--- src/rtl/lsu_controller.sv ---
// Load-store unit between the core data port and data memory: issues one memory
// transaction per core access, stalls the core until ready, and faults on bad accesses.
//
// state  | meaning
// IDLE   | no transaction open; a legal core request issues immediately
// WAIT   | transaction open, waiting for mem_ready_i or the timeout
module lsu_controller #(
  parameter int unsigned TIMEOUT = 16
) (
  input  logic        clk_i,
  input  logic        rst_i,
  input  logic        core_req_i,
  input  logic        core_we_i,
  input  logic [2:0]  core_size_i,
  input  logic [31:0] core_addr_i,
  input  logic [31:0] core_wd_i,
  output logic [31:0] core_rd_o,
  output logic        core_stall_o,
  output logic        core_fault_o,
  output logic        mem_req_o,
  output logic        mem_we_o,
  output logic [3:0]  mem_be_o,
  output logic [31:0] mem_addr_o,
  output logic [31:0] mem_wd_o,
  input  logic [31:0] mem_rd_i,
  input  logic        mem_ready_i
);

  typedef enum logic {S_IDLE, S_WAIT} state_t;

  localparam logic [7:0] CNT_LAST = 8'(TIMEOUT - 1);

  state_t      state;
  logic [7:0]  cnt;
  logic [1:0]  off_q;
  logic [2:0]  size_q;
  logic        we_q;
  logic [3:0]  be_q;
  logic [31:0] addr_q;
  logic [31:0] wd_q;

  logic        illegal, misaligned, bad, issue;
  logic [3:0]  be_c;
  logic [31:0] wd_c;
  logic [7:0]  ld_byte;
  logic [15:0] ld_half;
  logic [31:0] ld_ext;

  always_comb begin
    illegal    = (core_size_i == 3'd3) || (core_size_i >= 3'd6) ||
                 (core_we_i && (core_size_i == 3'd4 || core_size_i == 3'd5));
    misaligned = ((core_size_i == 3'd1 || core_size_i == 3'd5) && core_addr_i[0]) ||
                 ((core_size_i == 3'd2) && (core_addr_i[1:0] != 2'b00));
    bad        = core_req_i && (illegal || misaligned);
    issue      = (state == S_IDLE) && core_req_i && !bad;
  end

  // BU/HU share the low size bits with B/H, so size[1:0] selects the lane pattern.
  always_comb begin
    case (core_size_i[1:0])
      2'd0: begin
        be_c = 4'b0001 << core_addr_i[1:0];
        wd_c = {4{core_wd_i[7:0]}};
      end
      2'd1: begin
        be_c = 4'b0011 << {core_addr_i[1], 1'b0};
        wd_c = {2{core_wd_i[15:0]}};
      end
      default: begin
        be_c = 4'b1111;
        wd_c = core_wd_i;
      end
    endcase
  end

  always_comb begin
    ld_byte = 8'(mem_rd_i >> {off_q, 3'b000});
    ld_half = off_q[1] ? mem_rd_i[31:16] : mem_rd_i[15:0];
    case (size_q)
      3'd0:    ld_ext = {{24{ld_byte[7]}}, ld_byte};
      3'd4:    ld_ext = {24'd0, ld_byte};
      3'd1:    ld_ext = {{16{ld_half[15]}}, ld_half};
      3'd5:    ld_ext = {16'd0, ld_half};
      default: ld_ext = mem_rd_i;
    endcase
  end

  always_ff @(posedge clk_i) begin
    if (rst_i) begin
      state  <= S_IDLE;
      cnt    <= 8'd0;
      off_q  <= 2'd0;
      size_q <= 3'd0;
      we_q   <= 1'b0;
      be_q   <= 4'd0;
      addr_q <= 32'd0;
      wd_q   <= 32'd0;
    end else begin
      case (state)
        S_IDLE: begin
          if (issue) begin
            state  <= S_WAIT;
            cnt    <= 8'd0;
            off_q  <= core_addr_i[1:0];
            size_q <= core_size_i;
            we_q   <= core_we_i;
            be_q   <= be_c;
            addr_q <= {core_addr_i[31:2], 2'b00};
            wd_q   <= wd_c;
          end
        end
        S_WAIT: begin
          if (mem_ready_i || cnt == CNT_LAST) state <= S_IDLE;
          else                                cnt   <= cnt + 8'd1;
        end
        default: state <= S_IDLE;
      endcase
    end
  end

  // Outputs are Mealy so the issuing cycle already stalls the core and drives memory.
  always_comb begin
    core_rd_o    = 32'd0;
    core_stall_o = 1'b0;
    core_fault_o = 1'b0;
    mem_req_o    = 1'b0;
    mem_we_o     = 1'b0;
    mem_be_o     = 4'd0;
    mem_addr_o   = 32'd0;
    mem_wd_o     = 32'd0;
    if (!rst_i) begin
      if (state == S_IDLE) begin
        if (bad) begin
          core_fault_o = 1'b1;
        end else if (core_req_i) begin
          mem_req_o    = 1'b1;
          core_stall_o = 1'b1;
          mem_we_o     = core_we_i;
          mem_be_o     = be_c;
          mem_addr_o   = {core_addr_i[31:2], 2'b00};
          mem_wd_o     = wd_c;
        end
      end else begin
        mem_req_o  = 1'b1;
        mem_we_o   = we_q;
        mem_be_o   = be_q;
        mem_addr_o = addr_q;
        mem_wd_o   = wd_q;
        if (mem_ready_i) begin
          if (!we_q) core_rd_o = ld_ext;
        end else if (cnt == CNT_LAST) begin
          core_fault_o = 1'b1;
        end else begin
          core_stall_o = 1'b1;
        end
      end
    end
  end

endmodule

--- config.mk ---
export PLATFORM = sky130hd
export DESIGN_NAME = lsu_controller
export DESIGN_NICKNAME = d
export VERILOG_FILES = /design/src/rtl/lsu_controller.sv
export SDC_FILE = /design/constraint.sdc
export NUM_CORES = 1
export LEC_CHECK = 0
export ABC_CLOCK_PERIOD_IN_PS = 2900
export CORE_MARGIN = 1.5
export CORE_UTILIZATION = 47
export CTS_BUF_LIST = sky130_fd_sc_hd__clkbuf_2 sky130_fd_sc_hd__clkbuf_4 sky130_fd_sc_hd__clkbuf_8
export CTS_CLUSTER_DIAMETER = 30
export DETAILED_ROUTE_END_ITERATION = 10
export PLACE_DENSITY_LB_ADDON = 0.08
export SETUP_SLACK_MARGIN = 0.15
export SYNTH_ARGS = -nofsm -noshare
export SYNTH_HDL_FRONTEND = slang
export SYNTH_SLANG_ARGS = --single-unit
--- constraint.sdc ---
create_clock -name clk_i -period 2.9 [get_ports clk_i]
set_input_delay 0.29 -clock clk_i [delete_from_list [all_inputs] [get_ports clk_i]]
set_output_delay 0.29 -clock clk_i [all_outputs]
set_load 0.01 [all_outputs]
==> results.toml, run 1 <==
[run_status]
status = "completed"

[clock_network]
cts_tree = "done"
cts_buffers = 9
clock_path_buffers = 2
ctsHoldBuffers = 0
clk_pin_slew_ps = 80
htree_levels = 3
cts_num_sinks = 81
root_buffer = "clkbuf_8"
clkLatencyLatePin_ps = 360

[global_route]
grt_overflow = 0
grtUsageMet3_pct = 5.49
grt_pass1_vias = 4987
grt_use_met2_pct = 46.8
grtUsageTotal_pct = 29.5
grt_max_degree = 85
globalRouteMet1Util_pct = 39.3
grt_pass1_wl_um = 24500
top_usage_layer = "met2"
antenna_found_initial = 0

[sta]
worstMarginPinSlew_ps = 628
relSlewSlack_pct = 58.1
rsz0062_at_grt = "true"
setup_tns_ps = 0
clock_skew_ps = 14.3
fin_ws_ps = 190
max_freq_ghz = 0.369
finalSetupViolCount = 0
slew_viol_final = 0
hold_violations = 0
fin_crit_ps = 2710
finalCritPeriodShare_pct = 93.4

[placement]
place_ws_ps = -77.2
gp_congestion = 0.892
placed_area_sq_mm = 0.00692
io_buffers = 205
dp_cells = 953
place_hpwl_um = 11000

[routing]
wirelength_um = 16100
ant_nets = 0
wl_per_cell_um = 16.4
drc = 0
vias = 5543
viasPerCell = 5.68
drt_iter0_drc = 288
first_pass_iters = 5

[logic_synthesis]
yosys_warnings = 0
ys_ff_latch = 81
synth.distinct_cells = 49
synth_ff_type = "dfxtp_1"
synthTopCellsByCount = "nand2_1 (165), a21oi_1 (84), dfxtp_1 (81)"
yosysSeqAreaShare_pct = 34.6
synthAdderAreaFrac_pct = 0.267
synth_most_common_cell = "nand2_1"
synth_mux_area_share_pct = 5.82
synth_top_family_by_area = "compound AO/OA/AOI/OAI gates"
synthSimpleGateAreaFrac_pct = 22.3
synth_edf_count = 0
yosysTopAreaCell = "dfxtp_1"
async_flop_share_pct = 0
synth.top_cells.by_area = "dfxtp_1 (35%), nand2_1 (13%), a21oi_1 (9.0%)"
yosys.area.top_type_share_pct = 34.6
synthesis.area_sq_mm = 0.00469
synth_xor_area_share_pct = 0.374
syn_area_per_cell_sq_um = 7.28
syn_inst = 644
synth-compound-area-share_pct = 30.0

[worst_setup_path]
r2r-start = "state$_SDFF_PP0_"
slowest_delay_ps = 450
worstSetupEndpointType = "primary output"
worstSetupPathType = "input port to primary output"
path_common_cell = "buf_4"
path_buf_inv = 4
path_cells = "clkdlybuf4s50_1, buf_4, a221o_1, a21boi_4, buf_4, o21ai_0, a21oi_1, dlygate4sd2_1"
path_max_fanout = 6
crit_start = "core_addr_i[0]"
critPathTopFamily = "buffers and inverters"
worstPathArrival_ps = 2420
required_ps = 2610
cpMaxStageDelayCell = "clkdlybuf4s50_1"
r2r_slack_ps = 720
crit_path_start_kind = "input port"

[final_layout]
syn_to_final_growth_pct = 57.2
final_area_sq_mm = 0.00737
drive_gt1_share_pct = 8.78
diodes = 0
multi_input_area_sq_mm = 0.00286
n_fill_cell = 754
nNetsFinal = 944
final-seq-area_sq_mm = 0.00163
fin_cells = 976

[pwr]
peakVddDrop_mv = 0.262
design_power_total_w = 0.00265
p_leak_nw = 3.56
power.density_mw_per_mm2 = 359

[die]
initial_core_util_pct = 48.2
coreArea_sq_mm = 0.00973
die_area_sq_mm = 0.0106
chipWidth_um = 103
ios = 208
die_y_um = 103
row_count = 36

[hold_path]
min_from = "rst_i"
min_path_type = "input port to flip-flop"

[job]
cap_violations = 0
[path summary, 6_finish.rpt]
path	end	cells after the start
worst min register to register	wd_q[28]$_SDFFE_PP0P_	2
worst max-delay path	mem_be_o[3]	8
worst max register to register	cnt[3]$_SDFFE_PP0P_	7
worst min-delay path	off_q[1]$_SDFFE_PP0P_	2
[worst register-to-register path: cells and delay by family (launching register included)]
kind	cells	cell delay (ps)
buffers and inverters	3	800
AND/OR/NAND/NOR	2	320
AO/OA/AOI/OAI	2	430
flip-flops	1	540
[stage by stage]
step	hold slack, ps	utilization [%]
after floorplan	426	-
after global placement	442	71.1
after detailed placement	450	71.1
after CTS	171	74.1
after global routing	194	75.7
final	178	75.7
[repair_timing]
action	CTS	global route
resized for setup	44	53
pin swaps	0	4
setup buffers	4	2
setup endpoints to repair	90	77
cloned	1	1
[where the power goes]
part / leakage [nW] / internal [W] / switching, W
Sequential: 0.661 / 0.00116 / 0.0000359
Clock: 0.0992 / 0.000428 / 0.000412
Combinational: 2.80 / 0.000308 / 0.000298
[layout make-up]
class	count	area share, %
clock inverters	4	0.696
flip-flops and latches	81	22.1
inverters	12	0.612
clock buffers	11	1.97
multi-input cells	496	38.9
well taps	133	2.26
repair buffers	239	33.5
[placed cells by master (no fill, tap or decap), types with 3 or more instances in the layout]
master,instances
a211oi_1,18
a21oi_1,82
a221oi_1,8
a22o_1,48
and3_1,3
buf_12,5
buf_4,28
clkbuf_8,10
clkdlybuf4s50_1,136
dfxtp_1,79
dlygate4sd2_1,24
dlymetal6s2s_1,43
inv_1,11
mux2i_1,24
nand2_1,165
nand2b_1,5
nand3_1,8
nor2_1,35
nor2_4,3
nor3_1,9
o21ai_0,30
o21ai_1,7
o22ai_1,5
[kinds of logic (layout without fill, tap and decap cells)]
kind of cell               Yosys count  in the layout
and+or+nand+nor                    245            246
AOI/OAI and AO/OA                  218            218
DFF                                 81             81
buffers and inverters               69            266
muxes                               27             27
xor gates and xnor gates             2              2
adders and majority gates            1              1
other                                1              2
[state kept, by name, indices dropped and copies added, names as in the netlist]
name and count:
cnt 8, we_q 1, be_q 4, state 1
wd_q 32, addr_q 30, size_q 3, off_q 2
[per-layer routing]
metal | vias to the layer above | part of all wire, % | wire (um)
met5 | - | 0 | 0
met4 | 0 | 3.3 | 534
met3 | 38 | 6.0 | 961
met2 | 212 | 49 | 7870
met1 | 2622 | 42 | 6690
li1 | 2671 | - | -
No activity file was read; power rests on OpenSTA's default activity.
==> run 2: changes to the inputs <==
--- a/config.mk
+++ b/config.mk
@@ -7,10 +7,11 @@
 export LEC_CHECK = 0
 export ABC_CLOCK_PERIOD_IN_PS = 2900
 export CORE_MARGIN = 1.5
-export CORE_UTILIZATION = 47
+export CORE_UTILIZATION = 60
 export CTS_BUF_LIST = sky130_fd_sc_hd__clkbuf_2 sky130_fd_sc_hd__clkbuf_4 sky130_fd_sc_hd__clkbuf_8
 export CTS_CLUSTER_DIAMETER = 30
 export DETAILED_ROUTE_END_ITERATION = 10
+export DONT_BUFFER_PORTS = 1
 export PLACE_DENSITY_LB_ADDON = 0.08
 export SETUP_SLACK_MARGIN = 0.15
 export SYNTH_ARGS = -nofsm -noshare
==> run 2 against run 1 <==
Compared with the run above:
- critical path depth fell by 4
- wire length fell by 15%
- cell count shrank 24%
- sequential share of layout area is 9.6 points higher
- utilization is 8.7 points lower
- first-iteration DRC count grew 50%
- clock power is 10% higher
- die area is 21% lower
- critical path type is now flip-flop to primary output
==> results.toml, run 2 (synthesis results as in run 1) <==
[clock_network]
clock_path_buffers = 2
root_buffer = "clkbuf_8"
htree_levels = 3
cts_buffers = 9
clkLatencyLatePin_ps = 350
clk_pin_slew_ps = 80
postCtsSetupBuffers = 0
cts_tree = "done"
cts_num_sinks = 81

[sta]
worstMarginPinSlew_ps = 822
finalCritPeriodShare_pct = 88.1
slew_viol_final = 0
max_freq_ghz = 0.391
rsz0062_at_grt = "false"
finalSetupViolCount = 0
relSlewSlack_pct = 45.0
clock_skew_ps = 10.7
fin_crit_ps = 2560
hold_violations = 0
setup_tns_ps = 0

[die]
initial_core_util_pct = 61.3
die_area_sq_mm = 0.00835
die_y_um = 91.4
chipWidth_um = 91.4
coreArea_sq_mm = 0.00765
row_count = 32
ios = 208

[worst_setup_path]
cpMaxStageDelayCell = "dfxtp_2"
worstSetupEndpointType = "primary output"
reg2reg_to = "wd_q[11]$_SDFFE_PP0P_"
path_cells = "mux2_2, o21ba_2, a21oi_1, a221oi_1"
r2r-start = "state$_SDFF_PP0_"
r2r_slack_ps = 860
slowest_delay_ps = 530
crit_path_start_kind = "flip-flop"
required_ps = 2610
path_max_fanout = 20
worstPathArrival_ps = 2270
worstSetupPathType = "flip-flop to primary output"
ff2ff_path_depth = 5

[final_layout]
diodes = 0
layout_commonest_cell = "nand2_1"
final_core_util_pct = 67.0
largest_register = "wd_q"
layout_common_cells = "nand2_1 (165), a21oi_1 (84), dfxtp_1 (80)"
reg_top3 = "wd_q (32), addr_q (30), cnt (8)"
drive_gt1_share_pct = 9.23
largest_reg_flops = 32
nNetsFinal = 739
syn_to_final_growth_pct = 9.37

[routing]
wl_per_cell_um = 18.4
drc = 0
ant_nets = 0
drt_iter0_drc = 433
vias = 4790
first_pass_iters = 5
viasPerCell = 6.46
wirelength_um = 13600

[global_route]
grtUsageTotal_pct = 31.4
grt_max_degree = 78
antenna_found_initial = 0
grt_pass1_vias = 4186
grt_overflow = 0
grt_pass1_wl_um = 21200

[pwr]
power.density_mw_per_mm2 = 480
p_leak_nw = 1.92
peakVddDrop_mv = 0.335

[hold_path]
hold_end = "be_q[2]$_SDFFE_PP0P_"
min_path_type = "input port to flip-flop"
worstHoldPathCells = 1
min_from = "rst_i"

[placement]
io_buffers = 0
gp_congestion = 0.896
place_hpwl_um = 8800

[run_status]
status = "completed"

[job]
cap_violations = 0
run 2: changes by cell type in the layout (fill, tap and decap cells not counted), sizes merged:
cell	delta
clkdlybuf4s50	-136
nand2b	-1
buf	-7
inv	+1
clkdlybuf4s15	-1
bufinv	+1
dlymetal6s2s	-43
dlygate4sd2	-24
clkbuf	-1
dlygate4sd3	+7
run 2: cell type report:
type	count	area, sq um
tap	102	128
multi-input combinational	495	2800
clock buffer	10	131
clock inverter	6	90.1
timing repair buffer	35	305
sequential	81	1620
fill	692	2520
inverter	12	45.0
run 2: per-layer routing:
layer / wire, um / part of all wire, % / global-route usage (%) / vias to the layer above
li1: - / - / - / 2258
met1: 5830 / 43 / 42.8 / 2285
met2: 6310 / 46 / 47.6 / 211
met3: 1060 / 7.8 / 6.87 / 36
met4: 409 / 3.0 / 13.7 / 0
met5: 0 / 0 / 0 / -
run 2: worst max path at each step:
| stage | slack, ps | cells after the start | to | startpoint |
|---|---|---|---|---|
| after global placement | 520 | 4 | core_rd_o[14] | off_q[1]$_SDFFE_PP0P_ |
| after floorplan | 840 | 5 | core_rd_o[21] | off_q[1]$_SDFFE_PP0P_ |
| after CTS | 270 | 4 | core_rd_o[11] | off_q[1]$_SDFFE_PP0P_ |
| final | 340 | 4 | core_rd_o[11] | off_q[1]$_SDFFE_PP0P_ |
| after global routing | 230 | 4 | core_rd_o[10] | off_q[1]$_SDFFE_PP0P_ |
| after detailed placement | 420 | 4 | core_rd_o[11] | off_q[1]$_SDFFE_PP0P_ |
run 2: through the flow:
step | worst slack (ps) | instance area [sq um] | std cells | total power, W | hold slack [ps]
floorplan | 836 | 4690 | 645 | 0.00150 | 426
global placement | 523 | 4830 | 718 | 0.00153 | 369
detailed placement | 416 | 4830 | 718 | 0.00154 | 369
CTS | 274 | 5090 | 738 | 0.00246 | 0.0961
global route | 226 | 5130 | 741 | 0.00255 | 1.96
finish | 345 | 5130 | 741 | 0.00246 | 14.1
run 2: power breakdown:
part,switching [W],internal (W)
registers,0.0000370,0.00116
logic,0.000205,0.000128
clock network,0.000426,0.000500
run 2: critical path, delay by kind of cell, from the launching register on:
kind,cells,cell delay (ps)
DFF,1,530
AOI/OAI and AO/OA,3,970
muxes,1,410
run 2: what timing repair did:
item / 4_1_cts / 5_1_grt
gates resized for setup: 1 / 1
hold endpoints to repair: 1 / 1
hold buffers: 4 / 3
endpoints found under the setup margin: 6 / 6
